$ cat src/rtl/i2c_slave_mem.sv
// I2C slave with a small register memory, oversampled through a synchroniser and glitch filter.
// Optional general-call support is enabled with `define I2CS_GENCALL_EN.
module i2c_slave_mem #(
  parameter logic [6:0]  I2C_ADR   = 7'b101_0000,
  parameter int unsigned MEM_DEPTH = 4,
  parameter int unsigned FILTER    = 3
) (
  input  logic       wb_clk_i,
  input  logic       arst_i,
  input  logic       scl_pad_i,
  input  logic       sda_pad_i,
  output logic       sda_pad_o,
  output logic       sda_padoen_o,
  output logic       busy_o,
  output logic       wr_stb_o,
  output logic [7:0] wr_adr_o,
  output logic [7:0] wr_dat_o
);

  localparam int unsigned AW      = (MEM_DEPTH > 1) ? $clog2(MEM_DEPTH) : 1;
  localparam logic [3:0]  CNT_MAX = 4'(FILTER - 1);
  localparam logic [8:0]  DEPTH9  = 9'(MEM_DEPTH);
`ifdef I2CS_GENCALL_EN
  localparam bit GC_EN = 1'b1;
`else
  localparam bit GC_EN = 1'b0;
`endif

  typedef enum logic [3:0] {
    IDLE, DEV_ADR, DEV_ACK, MEM_ADR, MEM_ACK, WR_DATA, WR_ACK, RD_DATA, RD_ACK
  } state_t;

  // Index 0 is SCL, index 1 is SDA.
  logic [1:0]      s1_q, s2_q, f_q, f_d, fp_q;
  logic [1:0][3:0] cnt_q, cnt_d;

  state_t          state_q, state_d;
  logic [3:0]      bit_cnt_q, bit_cnt_d;
  logic [7:0]      sr_q, sr_d;
  logic            rw_q, rw_d;
  logic            gc_q, gc_d;
  logic            ack_drv_q, ack_drv_d;
  logic [AW-1:0]   ptr_q, ptr_d, ptr_inc;
  logic            oen_q, oen_d;
  logic            busy_q, busy_d;
  logic            wr_stb_q, wr_stb_d;
  logic [7:0]      wr_adr_q, wr_adr_d;
  logic [7:0]      wr_dat_q, wr_dat_d;
  logic [7:0]      mem_q [MEM_DEPTH];
  logic            mem_we;
  logic [7:0]      mem_rd;
  logic [7:0]      byte_in;
  logic            scl_rise, scl_fall, start_det, stop_det;

  always_comb begin
    for (int unsigned i = 0; i < 2; i++) begin
      f_d[i]   = f_q[i];
      cnt_d[i] = '0;
      if (s2_q[i] != f_q[i]) begin
        if (cnt_q[i] == CNT_MAX) f_d[i] = s2_q[i];
        else                     cnt_d[i] = cnt_q[i] + 4'd1;
      end
    end
  end

  assign scl_rise  =  f_q[0] & ~fp_q[0];
  assign scl_fall  = ~f_q[0] &  fp_q[0];
  assign start_det = ~f_q[1] &  fp_q[1] & f_q[0];
  assign stop_det  =  f_q[1] & ~fp_q[1] & f_q[0];

  assign byte_in = {sr_q[6:0], f_q[1]};
  assign mem_rd  = mem_q[ptr_q];
  assign ptr_inc = (ptr_q == AW'(MEM_DEPTH - 1)) ? '0 : ptr_q + AW'(1);

  always_comb begin
    state_d   = state_q;
    bit_cnt_d = bit_cnt_q;
    sr_d      = sr_q;
    rw_d      = rw_q;
    gc_d      = gc_q;
    ack_drv_d = ack_drv_q;
    ptr_d     = ptr_q;
    oen_d     = oen_q;
    busy_d    = busy_q;
    wr_stb_d  = 1'b0;
    wr_adr_d  = wr_adr_q;
    wr_dat_d  = wr_dat_q;
    mem_we    = 1'b0;
    if (start_det) begin
      state_d   = DEV_ADR;
      bit_cnt_d = '0;
      busy_d    = 1'b1;
      ack_drv_d = 1'b0;
      gc_d      = 1'b0;
    end else if (stop_det) begin
      state_d   = IDLE;
      oen_d     = 1'b1;
      busy_d    = 1'b0;
      ack_drv_d = 1'b0;
    end else begin
      unique case (state_q)
        DEV_ADR, MEM_ADR, WR_DATA: begin
          if (scl_fall) oen_d = 1'b1;
          if (scl_rise) begin
            sr_d      = byte_in;
            bit_cnt_d = bit_cnt_q + 4'd1;
            if (bit_cnt_q == 4'd7) begin
              bit_cnt_d = '0;
              if (state_q == DEV_ADR) begin
                rw_d = byte_in[0];
                if (byte_in[7:1] == I2C_ADR) begin
                  state_d = DEV_ACK;
                end else if (GC_EN && byte_in == 8'h00) begin
                  state_d = DEV_ACK;
                  gc_d    = 1'b1;
                end else begin
                  state_d = IDLE;
                end
              end else if (state_q == MEM_ADR) begin
                if ({1'b0, byte_in} < DEPTH9) begin
                  ptr_d   = byte_in[AW-1:0];
                  state_d = MEM_ACK;
                end else begin
                  state_d = IDLE;
                end
              end else begin
                wr_stb_d = 1'b1;
                wr_dat_d = byte_in;
                state_d  = WR_ACK;
                if (gc_q) begin
                  wr_adr_d = 8'hFF;
                end else begin
                  mem_we   = 1'b1;
                  wr_adr_d = 8'(ptr_q);
                  ptr_d    = ptr_inc;
                end
              end
            end
          end
        end
        // ACK is driven on the first fall after the byte and released on the next.
        DEV_ACK, MEM_ACK, WR_ACK: begin
          if (scl_fall) begin
            if (!ack_drv_q) begin
              oen_d     = 1'b0;
              ack_drv_d = 1'b1;
            end else begin
              ack_drv_d = 1'b0;
              bit_cnt_d = '0;
              oen_d     = 1'b1;
              if (state_q == DEV_ACK && rw_q) begin
                state_d = RD_DATA;
                oen_d   = mem_rd[7];
                sr_d    = {mem_rd[6:0], 1'b0};
              end else if (state_q == DEV_ACK && !gc_q) begin
                state_d = MEM_ADR;
              end else begin
                state_d = WR_DATA;
              end
            end
          end
        end
        RD_DATA: begin
          if (scl_fall) begin
            if (bit_cnt_q == 4'd0) begin
              oen_d = mem_rd[7];
              sr_d  = {mem_rd[6:0], 1'b0};
            end else begin
              oen_d = sr_q[7];
              sr_d  = {sr_q[6:0], 1'b0};
            end
          end
          if (scl_rise) begin
            bit_cnt_d = bit_cnt_q + 4'd1;
            if (bit_cnt_q == 4'd7) begin
              bit_cnt_d = '0;
              state_d   = RD_ACK;
            end
          end
        end
        RD_ACK: begin
          if (scl_fall) oen_d = 1'b1;
          if (scl_rise) begin
            if (!f_q[1]) begin
              ptr_d   = ptr_inc;
              state_d = RD_DATA;
            end else begin
              state_d = IDLE;
            end
          end
        end
        IDLE: begin
          oen_d = oen_q;
        end
        default: state_d = IDLE;
      endcase
    end
  end

  always_ff @(posedge wb_clk_i or negedge arst_i) begin
    if (!arst_i) begin
      s1_q      <= '1;
      s2_q      <= '1;
      f_q       <= '1;
      fp_q      <= '1;
      cnt_q     <= '0;
      state_q   <= IDLE;
      bit_cnt_q <= '0;
      sr_q      <= '0;
      rw_q      <= 1'b0;
      gc_q      <= 1'b0;
      ack_drv_q <= 1'b0;
      ptr_q     <= '0;
      oen_q     <= 1'b1;
      busy_q    <= 1'b0;
      wr_stb_q  <= 1'b0;
      wr_adr_q  <= '0;
      wr_dat_q  <= '0;
      for (int unsigned i = 0; i < MEM_DEPTH; i++) mem_q[i] <= '0;
    end else begin
      s1_q      <= {sda_pad_i, scl_pad_i};
      s2_q      <= s1_q;
      f_q       <= f_d;
      fp_q      <= f_q;
      cnt_q     <= cnt_d;
      state_q   <= state_d;
      bit_cnt_q <= bit_cnt_d;
      sr_q      <= sr_d;
      rw_q      <= rw_d;
      gc_q      <= gc_d;
      ack_drv_q <= ack_drv_d;
      ptr_q     <= ptr_d;
      oen_q     <= oen_d;
      busy_q    <= busy_d;
      wr_stb_q  <= wr_stb_d;
      wr_adr_q  <= wr_adr_d;
      wr_dat_q  <= wr_dat_d;
      if (mem_we) mem_q[ptr_q] <= byte_in;
    end
  end

  assign sda_pad_o    = 1'b0;
  assign sda_padoen_o = oen_q;
  assign busy_o       = busy_q;
  assign wr_stb_o     = wr_stb_q;
  assign wr_adr_o     = wr_adr_q;
  assign wr_dat_o     = wr_dat_q;

endmodule

$ cat config.mk
export PLATFORM = sky130hd
export DESIGN_NAME = i2c_slave_mem
export DESIGN_NICKNAME = d
export VERILOG_FILES = /design/src/rtl/i2c_slave_mem.sv
export SDC_FILE = /design/constraint.sdc
export NUM_CORES = 1
export LEC_CHECK = 0
export ABC_AREA = 1
export BUFFER_PORTS_ARGS = -buffer_cell sky130_fd_sc_hd__buf_2
export CORE_AREA = 2 2 136 138
export CTS_CLUSTER_SIZE = 28
export DETAILED_ROUTE_END_ITERATION = 12
export DIE_AREA = 0 0 138 140
export PLACE_DENSITY_LB_ADDON = 0.05
export RECOVER_POWER = 25
export SYNTH_ARGS = -nofsm -noshare
export SYNTH_HDL_FRONTEND = slang
export SYNTH_SLANG_ARGS = --single-unit
$ cat constraint.sdc
create_clock -name wb_clk_i -period 2.2 [get_ports wb_clk_i]
set_input_delay 0.11 -clock wb_clk_i [delete_from_list [all_inputs] [get_ports wb_clk_i]]
set_output_delay 0.11 -clock wb_clk_i [all_outputs]
set_load 0.005 [all_outputs]
==> results list <==
- The floorplan step defined a die boundary enclosing 0.0193 sq mm.
- The worst setup path is launched from a flop.
* Drt first-iter violations: approximately 150
- After routing the design area is 0.00508 sq mm.
- Antenna violations before repair: 0
- For the pin with the worst max-slew slack, the measured transition is between 0.9 and 1 ns.
* Type of the worst setup path: reg2reg
- Ratio of cells with drive above 1 in the final layout: 0.131
- In the synthesized netlist, the number of instances is 562.
- The complex-gate fraction of the synthesized area is 0.0909.
- Synth Area in Adders: 0.0283
- The H-tree was split into 3 levels.
- Post-synthesis async set-or-reset flop share: 1.00
- The later pin in the worst-skew pair is clocked with a latency of 0.34 ns.
- After detailed routing, the average wire length per cell comes to 14.6 microns.
* Worst IR Drop VDD: 426 uV
- The first detailed-routing pass took 4 iterations.
- Fill count: 1971
* Antenna fix cells: 0
- Via count of the first global-routing pass: 3531
- Achievable Freq: ~0.49 GHz
- The detail route stage leaves a number of antenna-violating nets equal to 0.
* LEAKAGE: 2.69 nW
- The initial utilization of the core area, before any placement, comes to 0.249.
* Port-buffer cells: 16
- Area of placed instances: 0.00471 sq mm
* Number of library cell types mapped by synthesis: 35
- Setup violations remaining at the end of the flow were counted as 0.
* Endpoint arrival time on the critical path: 2.25 ns
- Die height: around 140 microns
- Of the total synthesized cell area, the portion taken by XOR and XNOR cells is 0.0119.
- Cell area power density: 1050 mW/mm^2
- For this design the top-level I/O count stands at 24.
- Clock tree from TritonCTS: yes
* Final period demand of the worst path: approximately 2 ns
- Headroom to the max-slew limit came out at 0.345.
- The finished layout holds 815 standard cells, fillers aside.
- Count of yosys warnings during synthesis: 0
- Required time of the critical path: between 2 and 2.5 ns
- Root buf cell: sky130_fd_sc_hd__clkbuf_16
- Hold Path Class: reg2reg
- Relative to the synthesized area, the layout overhead comes to 14.9%.
* Final-stage net count: around 600
* Worst-path fanout max: 37
- Measured along the x axis, the die boundary spans 138 microns.
- TritonCTS created 9 clock buffers.
- For this run, the register share of the synthesized area comes to 0.461.
* Most common cell in the netlist: sky130_fd_sc_hd__nand2_1
- Final Max Tran Viols: 0
- The clock passes through at most 2 buffers.
* Multiplexer share of the synthesized area: 0
* End-of-flow core utilization: 0.286
- The flow ran to the end, and the final reports show no timing, DRC or antenna violations.
* Flops & latches, synth: between 80 and 90
- Dividing the synthesized area by the synthesized cell count gives 7.87 sq um.
- Setup repair after global routing left no endpoint under its margin.
- Top flip-flop cell by instance count after synthesis: sky130_fd_sc_hd__dfrtp_1
- Clock tree synthesis found a total of 81 sinks.
- The clock arrives with 0.00831 ns of skew.
- Summed over all layers, the routed wires come to 11900 microns.
- Summing over every cut layer, the via total after detailed routing is 3556.
- After synthesis, the most frequently instantiated cells are 201 x sky130_fd_sc_hd__nand2_1, 72 x sky130_fd_sc_hd__dfrtp_1, 49 x sky130_fd_sc_hd__nand3_1.
* Area share of and/or/nand/nor cells after synthesis: 0.314
- Summed over all instances, the cell type with the most area after synthesis is sky130_fd_sc_hd__dfrtp_1.
- Aggregate negative setup slack: 0 ns
- Critical Path Sink Type: flop
- Global routing finished with a remaining overflow of 0.
- Count of max-cap constraint violations: 0
- Detailed placement finished with a half-perimeter wire length of 8400 microns.
- Final hold violation count: 0
- Counting flops with a built-in enable in the synthesized netlist gives 0.
- Routability congestion estimate: 0.792
* Dominant combinational cell family by area after synthesis: simple AND/OR/NAND/NOR gates
- The number of placed instances, taps included, is 796.
* Core area: 0.0178 sq mm
- Clock-pin slew was measured on the worst setup and hold paths at 0.06 ns.
- For this run, the total global-route usage over all layers was measured as 0.130.
* Mapped Area: 0.00442 sq mm
* Final clock period utilization by the worst path: 0.919
- Entering global routing, the biggest net connects 47 pins.
* Synth top area share: 0.408
- Row count: 49
* Top cells by area, synth: sky130_fd_sc_hd__dfrtp_1 41%, sky130_fd_sc_hd__nand2_1 17%, sky130_fd_sc_hd__nand3_1 5.5%
- # DRC: 0
* Routed vias/inst: between 4 and 5
- The first global-routing pass estimated 19700 microns of wire.
[metal layers]
layer	wire length, microns	part of all wire	global-route usage	up-vias
li1	-	-	-	1810
met1	5850	0.49	0.174	1683
met2	5570	0.47	0.214	52
met3	306	0.026	0.0260	11
met4	146	0.012	0.0354	0
met5	0	0	0	-
[cell families (layout without fill, tap and decap cells)]
group / count (synthesis) / in the layout
AOI/OAI and AO/OA: 70 / 70
DFF: 81 / 81
adders and majority gates: 10 / 10
and+or+nand+nor: 310 / 310
buffers and inverters: 84 / 102
xor gates and xnor gates: 6 / 6
other: 1 / 7
[sequential cells by signal, indices dropped and copies added, names as in the netlist]
| signal | flops |
|---|---|
| ack_drv_q | 1 |
| bit_cnt_q | 4 |
| busy_o | 1 |
| cnt_q | 8 |
| f_q | 2 |
| fp_q | 2 |
| mem_q | 32 |
| ptr_q | 2 |
| rw_q | 1 |
| s1_q | 2 |
| s2_q | 2 |
| sda_padoen_o | 1 |
| sr_q | 8 |
| state_q | 4 |
| wr_adr_o | 2 |
| wr_dat_o | 8 |
| wr_stb_o | 1 |
[path summary, 6_finish.rpt]
check / endpoint / start / slack, ns / cells after the start
max: wr_dat_o[4]$_DFFE_PN0P_ / f_q[1]$_DFFE_PN1P_ / 0.18 / 10
min: s2_q[1]$_DFF_PN1_ / s1_q[1]$_DFF_PN1_ / 0.36 / 0
max reg2reg: wr_dat_o[4]$_DFFE_PN0P_ / f_q[1]$_DFFE_PN1P_ / 0.18 / 10
min reg2reg: s2_q[1]$_DFF_PN1_ / s1_q[1]$_DFF_PN1_ / 0.36 / 0
max in group asynchronous: fp_q[0]$_DFF_PN1_ / arst_i / 0.92 / 3
min in group asynchronous: mem_q[27]$_DFFE_PN0P_ / arst_i / 0.46 / 2
[worst max-delay path, cell delays in order, from the launching register on]
cell and delay [ns]:
sky130_fd_sc_hd__dfstp_2 0.64, sky130_fd_sc_hd__nand2_1 0.12, sky130_fd_sc_hd__nor2_4 0.21, sky130_fd_sc_hd__nor2_8 0.09, sky130_fd_sc_hd__inv_2 0.09, sky130_fd_sc_hd__nor2_4 0.04
sky130_fd_sc_hd__nand2_4 0.09, sky130_fd_sc_hd__buf_6 0.32, sky130_fd_sc_hd__inv_1 0.16, sky130_fd_sc_hd__nand2_1 0.08, sky130_fd_sc_hd__nand2_1 0.05
[metrics by stage]
step | setup slack, ns | hold slack [ns] | total power [mW]
CTS | 0.0326 | 0.296 | 5.46
finish | 0.178 | 0.355 | 5.34
detailed placement | 0.0426 | 0.127 | 3.67
global placement | 0.0836 | 0.122 | 3.67
floorplan | 0.459 | -0.186 | 3.05
global route | 0.0145 | 0.361 | 5.74
[power by group]
part / internal, mW / switching (mW) / leakage [nW]
registers: 1.68 / 0.240 / 1.09
clock network: 1.11 / 0.635 / 0.164
logic: 0.522 / 1.15 / 1.43
total: 3.31 / 2.03 / 2.69
[cell usage in the layout (no fill, tap or decap), drive strengths merged, types with 9 or more instances in the layout]
cell type	instances
ha	10
o211ai	15
nand3	50
buf	25
o21ai	51
nand2	206
dfstp	9
dfrtp	72
inv	55
nor2	46
clkbuf	13
[layout make-up]
| class | instances | area, sq um | share of cell area |
|---|---|---|---|
| multi-input combinational | 403 | 2000 | 0.393 |
| timing repair buffer | 30 | 208 | 0.0409 |
| tap | 229 | 287 | 0.0564 |
| clock inverter | 5 | 104 | 0.0204 |
| sequential | 81 | 2040 | 0.401 |
| clock buffer | 11 | 233 | 0.0458 |
| inverter | 56 | 213 | 0.0419 |
[timing repair]
action,4_1_cts,5_1_grt
buffers inserted,0,0
hold buffers,3,0
endpoints found under the hold margin,37,0
setup endpoints to repair,0,15
gates resized for setup,0,2
Power figures use the tool's default switching activity.
